`src/rtl/bus_decoder.sv`:
```
// bus_decoder: address-decoding 1-to-N demux for the valid/resp memory bus.
// One requestor-side port is routed to the downstream port whose address
// window matches; its response and read data are returned. Unmapped addresses
// and targets that stay silent past TIMEOUT BUSY cycles get an error response.
//
// Ports:
//   clk_i, rst_i                    clock, asynchronous active-high reset
//   slave_addr_i/wdata_i/mask_i/we_i/valid_i    request from the requestor
//   slave_rdata_o/resp_o/err_o                  response to the requestor
//   master_addr_o/wdata_o/mask_o/we_o           broadcast to all ports
//   master_valid_o                              one-hot valid to selected port
//   master_rdata_i/resp_i                       per-port responses

// Window match for one downstream port.
module bus_decoder_port #(
  parameter int               ADDRW = 32,
  parameter logic [ADDRW-1:0] BASE  = '0,
  parameter logic [ADDRW-1:0] MASK  = '0
) (
  input  logic [ADDRW-1:0] addr_i,
  output logic             hit_o
);
  assign hit_o = ((addr_i & MASK) == BASE);
endmodule

module bus_decoder #(
  parameter int                      NPORTS     = 2,
  parameter int                      ADDRW      = 32,
  parameter int                      DATAW      = 32,
  parameter int                      MASKW      = DATAW / 8,
  parameter logic [NPORTS*ADDRW-1:0] BASE_ADDRS = {32'h1000_0000, 32'h0},
  parameter logic [NPORTS*ADDRW-1:0] ADDR_MASKS = {32'hF000_0000, 32'hF000_0000},
  parameter int                      TIMEOUT    = 255,
  parameter logic [DATAW-1:0]        ERR_DATA   = 32'hDEAD_BEEF
) (
  input  logic                      clk_i,
  input  logic                      rst_i,
  input  logic [ADDRW-1:0]          slave_addr_i,
  output logic [DATAW-1:0]          slave_rdata_o,
  input  logic [DATAW-1:0]          slave_wdata_i,
  input  logic [MASKW-1:0]          slave_mask_i,
  input  logic                      slave_we_i,
  input  logic                      slave_valid_i,
  output logic                      slave_resp_o,
  output logic                      slave_err_o,
  output logic [NPORTS*ADDRW-1:0]   master_addr_o,
  input  logic [NPORTS*DATAW-1:0]   master_rdata_i,
  output logic [NPORTS*DATAW-1:0]   master_wdata_o,
  output logic [NPORTS*MASKW-1:0]   master_mask_o,
  output logic [NPORTS-1:0]         master_we_o,
  output logic [NPORTS-1:0]         master_valid_o,
  input  logic [NPORTS-1:0]         master_resp_i
);

  localparam int IW = (NPORTS > 1) ? $clog2(NPORTS) : 1;
  // TIMEOUT=0 disables the counter; keep it 1 bit wide so it still elaborates.
  localparam int TW = (TIMEOUT > 0) ? $clog2(TIMEOUT + 1) : 1;
  localparam logic [TW-1:0] TMO_LAST = TW'((TIMEOUT > 0) ? TIMEOUT - 1 : 0);

  typedef enum logic [1:0] {S_IDLE, S_BUSY, S_ERR} state_t;

  state_t          state_q, state_d;
  logic [IW-1:0]   sel_q, sel_d;
  logic [TW-1:0]   tmo_q, tmo_d;

  logic [NPORTS-1:0] hit;
  logic              hit_any;
  logic [IW-1:0]     hit_idx;
  logic              hit_resp, sel_resp, tmo_hit;

  // Per-port window decode.
  for (genvar g = 0; g < NPORTS; g++) begin : g_port
    bus_decoder_port #(
      .ADDRW(ADDRW),
      .BASE (BASE_ADDRS[g*ADDRW +: ADDRW]),
      .MASK (ADDR_MASKS[g*ADDRW +: ADDRW])
    ) u_port (
      .addr_i(slave_addr_i),
      .hit_o (hit[g])
    );
  end

  // Lowest index wins on overlapping windows: scan downward so the last
  // assignment is the lowest hitting port.
  always_comb begin
    hit_any = 1'b0;
    hit_idx = '0;
    for (int i = NPORTS - 1; i >= 0; i--) begin
      if (hit[i]) begin
        hit_any = 1'b1;
        hit_idx = IW'(i);
      end
    end
  end

  assign hit_resp = master_resp_i[hit_idx];
  assign sel_resp = master_resp_i[sel_q];
  assign tmo_hit  = (TIMEOUT != 0) && (tmo_q == TMO_LAST);

  // Request fields are broadcast; only master_valid_o is steered.
  assign master_addr_o  = {NPORTS{slave_addr_i}};
  assign master_wdata_o = {NPORTS{slave_wdata_i}};
  assign master_mask_o  = {NPORTS{slave_mask_i}};
  assign master_we_o    = {NPORTS{slave_we_i}};

  // State register.
  always_ff @(posedge clk_i or posedge rst_i) begin
    if (rst_i) begin
      state_q <= S_IDLE;
      sel_q   <= '0;
      tmo_q   <= '0;
    end else begin
      state_q <= state_d;
      sel_q   <= sel_d;
      tmo_q   <= tmo_d;
    end
  end

  // Next-state logic.
  always_comb begin
    state_d = state_q;
    sel_d   = sel_q;
    // Saturating count so a long TIMEOUT=0 transaction never wraps.
    tmo_d   = (tmo_q == '1) ? tmo_q : tmo_q + 1'b1;
    case (state_q)
      S_IDLE: begin
        tmo_d = tmo_q;
        if (slave_valid_i) begin
          if (!hit_any) begin
            state_d = S_ERR;
          end else if (!hit_resp) begin
            state_d = S_BUSY;
            sel_d   = hit_idx;
            tmo_d   = '0;
          end
        end
      end
      S_BUSY: begin
        // Dropped valid aborts silently; response beats a coincident timeout.
        if (!slave_valid_i || sel_resp || tmo_hit) state_d = S_IDLE;
      end
      S_ERR:   state_d = S_IDLE;
      default: state_d = S_IDLE;
    endcase
  end

  // Output logic. Gated by rst_i so valid drops the moment reset asserts.
  always_comb begin
    master_valid_o = '0;
    slave_resp_o   = 1'b0;
    slave_err_o    = 1'b0;
    slave_rdata_o  = master_rdata_i[sel_q*DATAW +: DATAW];
    if (rst_i) begin
      slave_rdata_o = master_rdata_i[0 +: DATAW];
    end else begin
      case (state_q)
        S_IDLE: begin
          if (slave_valid_i && hit_any) begin
            master_valid_o[hit_idx] = 1'b1;
            slave_rdata_o           = master_rdata_i[hit_idx*DATAW +: DATAW];
            slave_resp_o            = hit_resp;
          end
        end
        S_BUSY: begin
          master_valid_o[sel_q] = slave_valid_i;
          if (slave_valid_i) begin
            if (sel_resp) begin
              slave_resp_o = 1'b1;
            end else if (tmo_hit) begin
              slave_resp_o  = 1'b1;
              slave_err_o   = 1'b1;
              slave_rdata_o = ERR_DATA;
            end
          end
        end
        S_ERR: begin
          slave_resp_o  = 1'b1;
          slave_err_o   = 1'b1;
          slave_rdata_o = ERR_DATA;
        end
        default: ;
      endcase
    end
  end

endmodule

```
`config.mk`:
```
export PLATFORM = sky130hd
export DESIGN_NAME = bus_decoder
export DESIGN_NICKNAME = d
export VERILOG_FILES = /design/src/rtl/bus_decoder.sv
export SDC_FILE = /design/constraint.sdc
export NUM_CORES = 1
export LEC_CHECK = 0
export ABC_CLOCK_PERIOD_IN_PS = 7300
export CAP_MARGIN = 15
export CORE_AREA = 3 3 120 122
export CTS_BUF_LIST = sky130_fd_sc_hd__clkbuf_8 sky130_fd_sc_hd__clkbuf_16
export DETAILED_ROUTE_END_ITERATION = 7
export DIE_AREA = 0 0 123 125
export PLACE_DENSITY = 0.69
export SLEW_MARGIN = 20
export SYNTH_ARGS = -nofsm -noshare
export SYNTH_HDL_FRONTEND = slang
export SYNTH_HIERARCHICAL = 1
export SYNTH_SLANG_ARGS = --single-unit
```
`constraint.sdc`:
```
create_clock -name clk_i -period 7.3 [get_ports clk_i]
set_input_delay 1.825 -clock clk_i [delete_from_list [all_inputs] [get_ports clk_i]]
set_output_delay 1.825 -clock clk_i [all_outputs]
set_load 0.05 [all_outputs]
```
==> results.md, run 1 <==
Status:
- The flow ran to the end, and the final reports show no timing, DRC or antenna violations.

Yosys:
- Yosys printed 6 warnings.
- By area the synthesized netlist is led by buf_4, mux2i_1, dfrtp_1.
- The register bit total from synthesis is 11.
- The predominant post-synthesis flop cell is dfrtp_1.
- After synthesis, the netlist uses 53 different library cells.
- The share of synthesized registers carrying an async set or reset is 1.00.
- The synthesized netlist net count is ~550.
- Averaged over all synthesized cells, the footprint is 7.73 um2.
- Of the post-synthesis cell area, the dominant cell type holds 0.334.
- The fraction of the yosys area taken by sequential cells is 0.0888.
- The number of synthesized flops with an enable pin is 0.
- buf_4 takes more of the synthesized area than any other cell.
- In this run the cell area of the synthesized design comes to 3100 um2.
- The cell count after synthesis came out at 401.

Drt:
- Using the TritonRoute via totals, the vias-per-cell ratio works out to 5.15.
- After detailed routing, the average wire length per cell comes to between 15 and 20 um.
- After detailed routing, the total wire length is 10.2 mm.
- After detailed routing, the number of remaining DRC violations is 0.
- The first routing iteration left 170 violations.
- The final antenna-violating net count is 0.
- The via count is 2792.
- For this run, the detailed router's first-pass iteration total came to 4.

Placement:
- Routability-driven placement finished with a final weighted congestion of 0.849.
- The number of buffers added on ports is 116.
- The half-perimeter wire length of the detailed placement result is 7.88 mm.

CTS:
- In this run, post-CTS repair resized a total of 0 instances.
- The TritonCTS sink count is 11.
- The count of hold-fix buffers inserted at cts is 0.
- In this run the number of H-tree levels came out at 1.
- The root buffer selected by CTS is clkbuf_16.
- The number of clock buffers inserted by TritonCTS is 3.
- Buffers added to address setup during post-CTS repair amount to 0.
- Clock latency on the worst-skew pair, taken at its later pin, is 0.24 ns.
- Clock-pin slew was measured on the worst setup and hold paths at 0.04 ns.
- TritonCTS built the clock tree.
- The number of buffers between clock root and the deepest sink is 2.

Setup path:
- The arrival time reported for the critical path endpoint is 4.66 ns.
- The critical path goes through clkdlybuf4s50_1 -> nor4b_2 -> buf_4 -> a21oi_1 -> a221oi_1 -> buf_4 -> o21a_1 -> a21oi_1 -> o21ai_0 -> clkdlybuf4s50_1.
- The cell family with the largest share of critical-path delay is buffers and inverters.
- Together, buffers and inverters on the worst path number 4.
- STA puts the critical path data required time at about 5.5 ns.
- The worst-path maximum fanout is 7.
- STA classifies the critical path startpoint as an input pin.
- The maximum cell stage delay along the critical path is 0.84 ns.
- The worst setup path is captured at an output pin.
- The slowest stage of the critical path is the clkdlybuf4s50_1 cell.
- The startpoint-to-endpoint class of the critical path is in2out.

Global route:
- The overall track demand over capacity in global routing is 0.123.
- The number of global-route vias before repair was about 2900.
- The wire length of the first global-routing pass is 15.2 mm.
- The number of antenna violations at the first check in global routing is 1.
- The maximum number of pins on one net before global-route repair is 27.
- The overflow left after global routing is 0.

STA:
- The clock arrives with 0.00119 ns of skew.
- The worst slew margin relative to its limit is 0.398.
- The final critical-path share of the clock period is 0.888.
- The final number of hold-violating endpoints is 0.
- Across all hold checks on the routed design, the worst slack comes to just under 0.6 ns.
- Summed over all failing endpoints, the final setup total negative slack is 0 ns.
- Setup repair after global routing left no endpoint under its margin.
- The shortest period the worst path allows is around 6.5 ns.
- The count of final setup violators is 0.
- The final max-slew violation count is 0.
- The maximum clock rate is 154 MHz.
- The measured slew at the worst slew-check pin is 0.901 ns.

Die:
- The area of the core region is between 10000 and 15000 um2.
- The I/O pin count is 312.
- The initial standard-cell utilization of the core is 0.233.
- The die covers 15400 um2.
- The number of placement rows is 42.
- From bottom edge to top edge, the die measures 125 um.
- From left edge to right edge, the die measures 123 um.

Final layout:
- The number of nets in the layout is 511.
- The top cell types in the final layout, fill and taps aside, are clkdlybuf4s50_1, buf_4, mux2i_1.
- The layout cell share with drive strength beyond 1 is 0.148.
- The repair_antennas step left the layout with diodes totalling 0.
- The library cell used most frequently in the layout, excluding fill and tap cells, is clkdlybuf4s50_1.
- Counting the fill cells in the layout gives 1408.
- The layout-stage area growth over the synthesis result is 9.08%.

Worst hold path:
- The path class of the tightest hold or removal check is reg2reg.

Power:
- The maximum vdd drop is 87.9 uV.
- Power spread over the standard cell area amounts to 291 nW/um2.
- The standby leakage power is about 0.0012 uW.

Run:
- Max-cap violations in this run came to 0.
[cell usage after synthesis, drive strengths merged, types with 3 or more instances]
cell type / count
mux2i: 30
or2: 3
ha: 6
o21a: 4
buf: 151
inv: 10
o21ai: 22
o221ai: 25
nor2: 17
nand3b: 3
a21oi: 13
nor3: 4
clkbuf: 12
dfrtp: 11
nand2: 13
a22oi: 24
or3: 3
nand3: 10
a31oi: 4
[where the power goes]
group	total [uW]	internal [uW]	switching [uW]	leakage, uW
Clock	101	72.6	28.0	0.0000409
Combinational	738	268	470	0.00105
Sequential	146	89.7	56.2	0.000134
[routing by layer]
| layer | vias to the layer above | track usage | part of all wire |
|---|---|---|---|
| li1 | 1247 | - | - |
| met1 | 1305 | 0.122 | 0.35 |
| met2 | 173 | 0.208 | 0.46 |
| met3 | 65 | 0.0447 | 0.12 |
| met4 | 2 | 0.0906 | 0.072 |
| met5 | - | 0 | 0.0013 |
[stage by stage]
stage / instances / instance area (um2) / utilization / total power, uW / setup slack, ns
after floorplan: 401 / 3100 / - / 876 / 1.36
after global placement: 538 / 3300 / 0.248 / 868 / 0.940
after detailed placement: 538 / 3300 / 0.248 / 885 / 0.845
after CTS: 542 / 3380 / 0.254 / 991 / 0.832
after global routing: 542 / 3380 / 0.254 / 1050 / 0.685
final: 542 / 3380 / 0.254 / 984 / 0.817
[worst reg2reg max path: stages (launching register included)]
cell      delay (ns)
dfrtp_1         0.39
inv_1           0.12
ha_1            0.51
nand2_1         0.21
nor2b_1         0.50
nand3b_1        0.18
o21ai_0         0.09
[final timing paths]
| kind | start | endpoint | slack (ns) | depth (start not counted) |
|---|---|---|---|---|
| setup / recovery | slave_addr_i[29] | slave_rdata_o[22] | 0.82 | 10 |
| hold / removal | tmo_q[0]$_DFFE_PP0P_ | tmo_q[0]$_DFFE_PP0P_ | 0.59 | 1 |
| setup reg to reg | state_q[0]$_DFFE_PP0P_ | tmo_q[1]$_DFFE_PP0P_ | 5.16 | 6 |
| hold reg to reg | tmo_q[0]$_DFFE_PP0P_ | tmo_q[0]$_DFFE_PP0P_ | 0.59 | 1 |
| max in group asynchronous | rst_i | tmo_q[0]$_DFFE_PP0P_ | 4.65 | 2 |
| min in group asynchronous | rst_i | state_q[0]$_DFFE_PP0P_ | 2.29 | 2 |
[logic make-up after synthesis]
kind of cell    count (synthesis)  share of synthesized area
compound gates                108                      0.256
mux                            31                      0.102
xor+xnor                        3                    0.00848
buf+inv                       173                      0.396
flops                          11                     0.0888
fa+ha+maj                       6                     0.0242
simple gates                   69                      0.125
[registers in the layout (all words and copies together) (netlist names)]
signal / flops
tmo_q: 8
state_q: 2
sel_q: 1
[area by class of cell]
cell class	count	area [um2]	share of cell area
clock buffer	3	75.1	0.0222
clock inverter	1	5.00	0.00148
inverter	10	37.5	0.0111
multi-input combinational	217	1620	0.478
sequential	11	275	0.0814
tap	176	220	0.0651
timing repair buffer	124	1150	0.341
Note: power is estimated with default switching activity, not from simulation.
==> run 2, diff against run 1 <==
TNS_END_PERCENT = 20   (was default)
==> results of run 2 <==
The final DEF is identical to that of run 1; final timing and power are the same.
